File: src/rtl/instr_split_queue.sv
// Fetch-to-decode instruction FIFO.
// Presents the head entry split into MIPS fields.
module instr_split_queue #(
  parameter int PC_W  = 32,
  parameter int DEPTH = 2
) (
  input  logic                    clk,
  input  logic                    reset,
  input  logic                    flush,
  input  logic                    in_valid,
  output logic                    in_ready,
  input  logic [PC_W-1:0]         in_pc,
  input  logic [31:0]             in_instr,
  output logic                    out_valid,
  input  logic                    out_ready,
  output logic [PC_W-1:0]         pc,
  output logic [31:0]             instr,
  output logic [5:0]              op,
  output logic [4:0]              rs,
  output logic [4:0]              rt,
  output logic [4:0]              rd,
  output logic [4:0]              shamt,
  output logic [5:0]              func,
  output logic [25:0]             instr_index,
  output logic [15:0]             imm,
  output logic [PC_W-1:0]         imm_sext,
  output logic [PC_W-1:0]         imm_zext,
  output logic [PC_W-1:0]         imm_lui,
  output logic [PC_W-1:0]         j_target,
  output logic [$clog2(DEPTH):0]  count
);

  localparam int AW = $clog2(DEPTH);
  localparam int CW = AW + 1;
  localparam logic [CW-1:0] FULL = CW'(DEPTH);
  localparam logic [PC_W-1:0] LO_MASK =
    PC_W'(32'h0FFF_FFFF);
  localparam logic [PC_W-1:0] HI_MASK = ~LO_MASK;

  logic [AW-1:0]   wp_q, wp_d;
  logic [AW-1:0]   rp_q, rp_d;
  logic [CW-1:0]   cnt_q, cnt_d;
  logic [PC_W-1:0] pc_mem_q  [DEPTH];
  logic [31:0]     ins_mem_q [DEPTH];

  logic            push;
  logic            pop;
  logic [PC_W-1:0] pc4;

  assign in_ready  = (cnt_q != FULL);
  assign out_valid = (cnt_q != '0);
  assign count     = cnt_q;

  assign push = in_valid & in_ready & ~flush;
  assign pop  = out_valid & out_ready & ~flush;

  // Next pointer and occupancy; flush wins.
  always_comb begin
    wp_d  = wp_q;
    rp_d  = rp_q;
    cnt_d = cnt_q;
    if (flush) begin
      wp_d  = '0;
      rp_d  = '0;
      cnt_d = '0;
    end else begin
      if (push) wp_d = wp_q + AW'(1);
      if (pop)  rp_d = rp_q + AW'(1);
      unique case ({push, pop})
        2'b10:   cnt_d = cnt_q + CW'(1);
        2'b01:   cnt_d = cnt_q - CW'(1);
        default: cnt_d = cnt_q;
      endcase
    end
  end

  // Pointer and occupancy registers.
  always_ff @(posedge clk or posedge reset) begin
    if (reset) begin
      wp_q  <= '0;
      rp_q  <= '0;
      cnt_q <= '0;
    end else begin
      wp_q  <= wp_d;
      rp_q  <= rp_d;
      cnt_q <= cnt_d;
    end
  end

  // Entry storage, written at the write pointer.
  always_ff @(posedge clk or posedge reset) begin
    if (reset) begin
      for (int i = 0; i < DEPTH; i++) begin
        pc_mem_q[i]  <= '0;
        ins_mem_q[i] <= '0;
      end
    end else if (push) begin
      pc_mem_q[wp_q]  <= in_pc;
      ins_mem_q[wp_q] <= in_instr;
    end
  end

  // Head entry reads zero while empty.
  always_comb begin
    pc    = '0;
    instr = '0;
    if (out_valid) begin
      pc    = pc_mem_q[rp_q];
      instr = ins_mem_q[rp_q];
    end
  end

  assign op          = instr[31:26];
  assign rs          = instr[25:21];
  assign rt          = instr[20:16];
  assign rd          = instr[15:11];
  assign shamt       = instr[10:6];
  assign func        = instr[5:0];
  assign instr_index = instr[25:0];
  assign imm         = instr[15:0];

  assign imm_sext = {{(PC_W-16){imm[15]}}, imm};
  assign imm_zext = PC_W'(imm);
  assign imm_lui  = PC_W'({imm, 16'h0000});

  assign pc4      = pc + PC_W'(4);
  assign j_target = (pc4 & HI_MASK)
                  | PC_W'({instr_index, 2'b00});

endmodule

File: config.mk
export PLATFORM = sky130hd
export DESIGN_NAME = instr_split_queue
export DESIGN_NICKNAME = d
export VERILOG_FILES = /design/src/rtl/instr_split_queue.sv
export SDC_FILE = /design/constraint.sdc
export NUM_CORES = 1
export LEC_CHECK = 0
export CAP_MARGIN = 20
export CELL_PAD_IN_SITES_DETAIL_PLACEMENT = 0
export CELL_PAD_IN_SITES_GLOBAL_PLACEMENT = 1
export CORE_ASPECT_RATIO = 1.4
export CORE_MARGIN = 4
export CORE_UTILIZATION = 32
export DETAILED_ROUTE_END_ITERATION = 8
export PLACE_DENSITY = 0.81
export SYNTH_ARGS = -nofsm -noshare
export SYNTH_HDL_FRONTEND = slang
export SYNTH_SLANG_ARGS = --single-unit
File: constraint.sdc
create_clock -name clk -period 5.2 [get_ports clk]
set_clock_uncertainty 0.1 [all_clocks]
set_input_delay 1.3 -clock clk [delete_from_list [all_inputs] [get_ports clk]]
set_output_delay 1.3 -clock clk [all_outputs]
set_load 0.02 [all_outputs]
==> flow_summary.ini, run 1 <==
[outcome]
status = finished, final reports clean

[sta]
timing.fmax_ghz = 0.210
relSlewSlack = 0.348
worstMarginPinSlew_ns = 0.978
slew_violations = 0
fin_crit_sh = 0.916
fin_crit_ns = 4.76
whs_ns = 0.382
setup_viol = 0
setup_tns_ns = 0
rsz0062_at_grt = false
hold_viol = 0

[global_route]
grt_pass1_wl_um = 27600
antenna_found_initial = 1
grt_use_total = 0.130
grt_max_degree = 113
overflow = 0
grt_pass1_vias = 5144

[clock_network]
cts_hold_buf = 0
clockBufferDepth = 2
post_cts_resized = 0
cts.sinks = 132
h-tree-depth = 4
clkTransAtPathRegs_ns = 0.06
cts_buffers = 17
worstSkewPairLatency_ns = 0.41
cts_tree = done
clock-root-buffer = clkbuf_16
cts_setup_buffers = 0

[power_and_ir_drop]
ir_drop_mv = 0.206
p_per_area_nw_per_um2 = 407
p_leak_nw = 4.06

[die]
start_util = 0.328
pin_count = 339
dieWidth_um = 139
core_um2 = 23400
die_h_um = 191
rows = 66
dieArea_um2 = 26500

[logic_synthesis]
synth-edff-count = 0
netlist_area_um2 = 7650
seq_area_frac_synth = 0.432
ys.flop_type = dfrtp_1
synth_seq_cells = 132
synth_cell_types = 30
async_flop_share = 1.00
ys_warn_count = 0
synthCells = 676
syn_avg_cell_area_um2 = 11.3

[routing]
wirelength_um = 17800
num_vias = 4976
drtIter0Drc = 130
ant_nets = 0
wl_per_cell_um = 15.7
drt-vias-per-instance = 4.39
drt-pass1-iter-count = 4
drc_errors = 0

[layout]
fill_cells = 2219
syn_to_final_growth_pct = 34.3
fin_nets = 883
area.sequential_um2 = 3310
multi_input_area_um2 = 2830
final_layout_size_suffix_gt1_frac = 0.191
final_common_cell = clkdlybuf4s50_1
mostFrequentLayoutCells = clkdlybuf4s50_1 (304), dfrtp_1 (131), mux2_2 (107), nor2_1 (72), mux2i_1 (63)
final_cells = 1133
antenna_cells = 0
final_core_util = 0.440

[setup_path]
worstPathRequired_ns = 3.80
path_cells = mux2i_1 -> a211oi_1 -> nand4_1 -> nor4_2 -> xor2_1 -> clkdlybuf4s50_1
arrival_ns = 3.36
slowest_delay_ns = 0.96
regToRegSetupSlack_ns = 2.85
worstSetupPathType = reg -> out
crit_path_end_kind = output port
cp_slowest_cell = dfrtp_4
worst-path-buf-inv = 1
critPathLaunchType = flop
crit_fanout = 50
crit_family = flip-flops

[placed_design]
numPortBuffers = 304
dp_cells = 1100
dp_hpwl_um = 12900
routabilityCongestion = 0.753

[min_path]
hp-class = reg -> reg

[flow_run]
cap_violations = 0
==> cells by family after synthesis <==
| group | count (synthesis) | synth area share |
|---|---|---|
| xor gates and xnor gates | 6 | 0.00686 |
| and+or+nand+nor | 108 | 0.0654 |
| other | 1 | 0.000490 |
| buffers and inverters | 229 | 0.216 |
| DFF | 132 | 0.432 |
| AOI/OAI and AO/OA | 9 | 0.00866 |
| muxes | 191 | 0.271 |
==> registers in the layout, indices dropped and copies added (netlist names) <==
register	count
count	2
ins_mem_q	64
pc_mem_q	64
rp_q	1
wp_q	1
==> where the power goes <==
| part | switching [mW] | total [mW] | internal [mW] |
|---|---|---|---|
| sequential | 0.167 | 1.48 | 1.31 |
| clock | 0.477 | 1.22 | 0.740 |
| combinational | 0.724 | 1.49 | 0.762 |
==> synth_stat cells, types with 4 or more instances <==
cell type,count,share of area
buf_4,198,0.19
dfrtp_1,132,0.43
mux2_2,107,0.16
nor2_1,73,0.036
mux2i_1,63,0.082
mux2_1,21,0.031
buf_2,18,0.012
nor3_1,8,0.0052
nand2_1,6,0.0029
nand3_1,6,0.0039
clkbuf_1,5,0.0025
xor2_1,5,0.0057
nand2b_1,4,0.0033
==> worst paths after layout <==
kind / cells after the start / startpoint / to
worst min register to register: 1 / ins_mem_q[56] / ins_mem_q[56]
max in group asynchronous: 3 / reset / ins_mem_q[54]
worst max-delay path: 6 / rp_q / j_target[31]
min in group asynchronous: 2 / reset / ins_mem_q[41]
worst max register to register: 5 / count[0] / ins_mem_q[21]
worst min-delay path: 1 / ins_mem_q[56] / ins_mem_q[56]
==> worst reg2reg max path: stages (launching register included) <==
cell      delay [ns]
dfrtp_1         0.48
nand2b_1        0.19
nand2_1         0.14
nor2_1          0.20
nand2_4         0.54
mux2_1          0.59
==> metal layers <==
metal	global-route usage	vias to the layer above	share of wire	wire, um
met5	0	-	0.00073	13
li1	-	2311	-	-
met3	0.0531	19	0.092	1630
met1	0.136	2438	0.37	6570
met2	0.238	206	0.52	9290
met4	0.0384	2	0.014	243
==> stage by stage <==
stage / power [mW] / worst slack [ns] / area (um2)
finish: 4.18 / 0.439 / 10300
global route: 4.41 / 0.138 / 10300
CTS: 4.25 / 0.394 / 10200
detailed placement: 3.01 / 0.878 / 9650
global placement: 2.98 / 0.934 / 9650
floorplan: 2.58 / 0.274 / 7780
==> area by class of cell <==
type | count | share of cell area
clock buffer | 19 | 0.0441
clock inverter | 13 | 0.0145
inverter | 3 | 0.00158
multi-input combinational | 348 | 0.276
sequential | 132 | 0.322
tap | 306 | 0.0373
timing repair buffer | 312 | 0.305
(Power assumes the default switching activity.)
==> run 2, diff against run 1 <==
PLACE_DENSITY = 0.88   (was 0.81)
TNS_END_PERCENT = 20   (was unset)
==> run 2 against run 1 <==
Compared with the run above:
- via count down 0.82%
- non-clock buffer count did not move
- core utilization is 0.070 points lower
- routed wire length grew 1.4%
- die area unchanged
- largest cell class unchanged
- first-iteration DRC count decreased by 26%
- register-to-register slack barely moved
- critical endpoint is now j_target[30]
- global-route usage grew 0.18 points
==> flow_summary.ini, run 2 (synthesized netlist as in run 1, its figures left out) <==
[outcome]
status = finished, final reports clean

[die]
die_h_um = 191
pin_count = 339
dieArea_um2 = 26500
rows = 66
core_um2 = 23400
start_util = 0.328
dieWidth_um = 139

[sta]
setup_viol = 0
worstMarginPinSlew_ns = 0.978
slew_violations = 0
hold_viol = 0
fin_crit_sh = 0.913
fin_crit_ns = 4.75
whs_ns = 0.389
timing.fmax_ghz = 0.211
relSlewSlack = 0.348
rsz0062_at_grt = false
setup_tns_ns = 0

[layout]
antenna_cells = 0
syn_to_final_growth_pct = 34.0
final_common_cell = clkdlybuf4s50_1
multi_input_area_um2 = 2830
final_layout_size_suffix_gt1_frac = 0.190
fin_nets = 883
mostFrequentLayoutCells = clkdlybuf4s50_1 (304), dfrtp_1 (131), mux2_2 (107), nor2_1 (72), mux2i_1 (63)
fill_cells = 2245
area.sequential_um2 = 3310

[setup_path]
path_cells = mux2i_1 -> nor3_2 -> o2111ai_2 -> nor4_2 -> xor2_1 -> clkdlybuf4s50_1
critPathLaunchType = flop
worst-path-buf-inv = 1
crit_fanout = 52
crit_family = flip-flops
arrival_ns = 3.35
cp_slowest_cell = dfrtp_4
crit_path_end_kind = output port
worstSetupPathType = reg -> out
slowest_delay_ns = 1.03
worstPathRequired_ns = 3.80

[routing]
ant_nets = 0
drt-pass1-iter-count = 4
wirelength_um = 18000
drt-vias-per-instance = 4.36
drtIter0Drc = 96
wl_per_cell_um = 15.9
drc_errors = 0
num_vias = 4935

[clock_network]
cts_tree = done
cts_buffers = 17
cts_hold_buf = 0
clkTransAtPathRegs_ns = 0.06
clock-root-buffer = clkbuf_16
clockBufferDepth = 2
post_cts_resized = 0
h-tree-depth = 4
cts.sinks = 132
cts_setup_buffers = 0
worstSkewPairLatency_ns = 0.41

[global_route]
grt_pass1_vias = 5221
grt_max_degree = 99
grt_pass1_wl_um = 27900
antenna_found_initial = 0
overflow = 0
grt_use_total = 0.131

[power_and_ir_drop]
ir_drop_mv = 0.197
p_per_area_nw_per_um2 = 410
p_leak_nw = 4.05

[min_path]
hp-class = reg -> reg

[placed_design]
numPortBuffers = 304
routabilityCongestion = 0.780
dp_hpwl_um = 12900

[flow_run]
cap_violations = 0
[run 2: cell type report]
cell class / instances / share of cell area
repair buffers: 312 / 0.304
well taps: 306 / 0.0373
multi-input cells: 348 / 0.276
inverters: 3 / 0.00159
flip-flops and latches: 132 / 0.322
clock inverters: 12 / 0.0149
clock buffers: 19 / 0.0441
[run 2: path summary, 6_finish.rpt]
check / start / to / slack, ns / cells past startpoint
worst max register to register: count[0] / pc_mem_q[27] / 2.86 / 5
min in group asynchronous: reset / ins_mem_q[41] / 1.34 / 2
worst min register to register: ins_mem_q[37] / ins_mem_q[37] / 0.39 / 1
worst max-delay path: rp_q / j_target[30] / 0.45 / 6
max in group asynchronous: reset / ins_mem_q[46] / 2.78 / 3
worst min-delay path: ins_mem_q[37] / ins_mem_q[37] / 0.39 / 1
[run 2: metal layers]
layer / vias to the layer above / track usage / wire (um)
met4: 0 / 0.0380 / 255
met5: - / 0 / 0
met1: 2418 / 0.140 / 6770
met2: 189 / 0.246 / 9610
li1: 2311 / - / -
met3: 17 / 0.0448 / 1370
[run 2: stage by stage]
step | instance area [um2] | std cells | setup WS, ns | total power [mW] | utilization
after floorplan | 7780 | 709 | 0.274 | 2.58 | -
after global placement | 9660 | 1101 | 0.862 | 2.98 | 0.413
after detailed placement | 9660 | 1101 | 0.884 | 3.01 | 0.413
after CTS | 10300 | 1132 | 0.407 | 4.27 | 0.439
after global routing | 10300 | 1132 | 0.216 | 4.43 | 0.439
final | 10300 | 1132 | 0.452 | 4.20 | 0.439
[run 2: worst reg2reg max path, stage by stage (launching register included)]
cell      delay, ns
dfrtp_1        0.46
nand2b_1       0.21
nand2_1        0.18
nor2_1         0.10
nand2_4        0.72
mux2_2         0.46
[run 2: report_power, final]
group	internal (mW)	switching [mW]
Clock	0.778	0.457
Combinational	0.760	0.723
Sequential	1.32	0.171
Total	2.85	1.35
==> run 3, diff against run 2 <==
ABC_CLOCK_PERIOD_IN_PS = 5200   (was unset)
==> results of run 3 <==
Same layout as run 2: the final DEF is identical, and so are final timing and power.
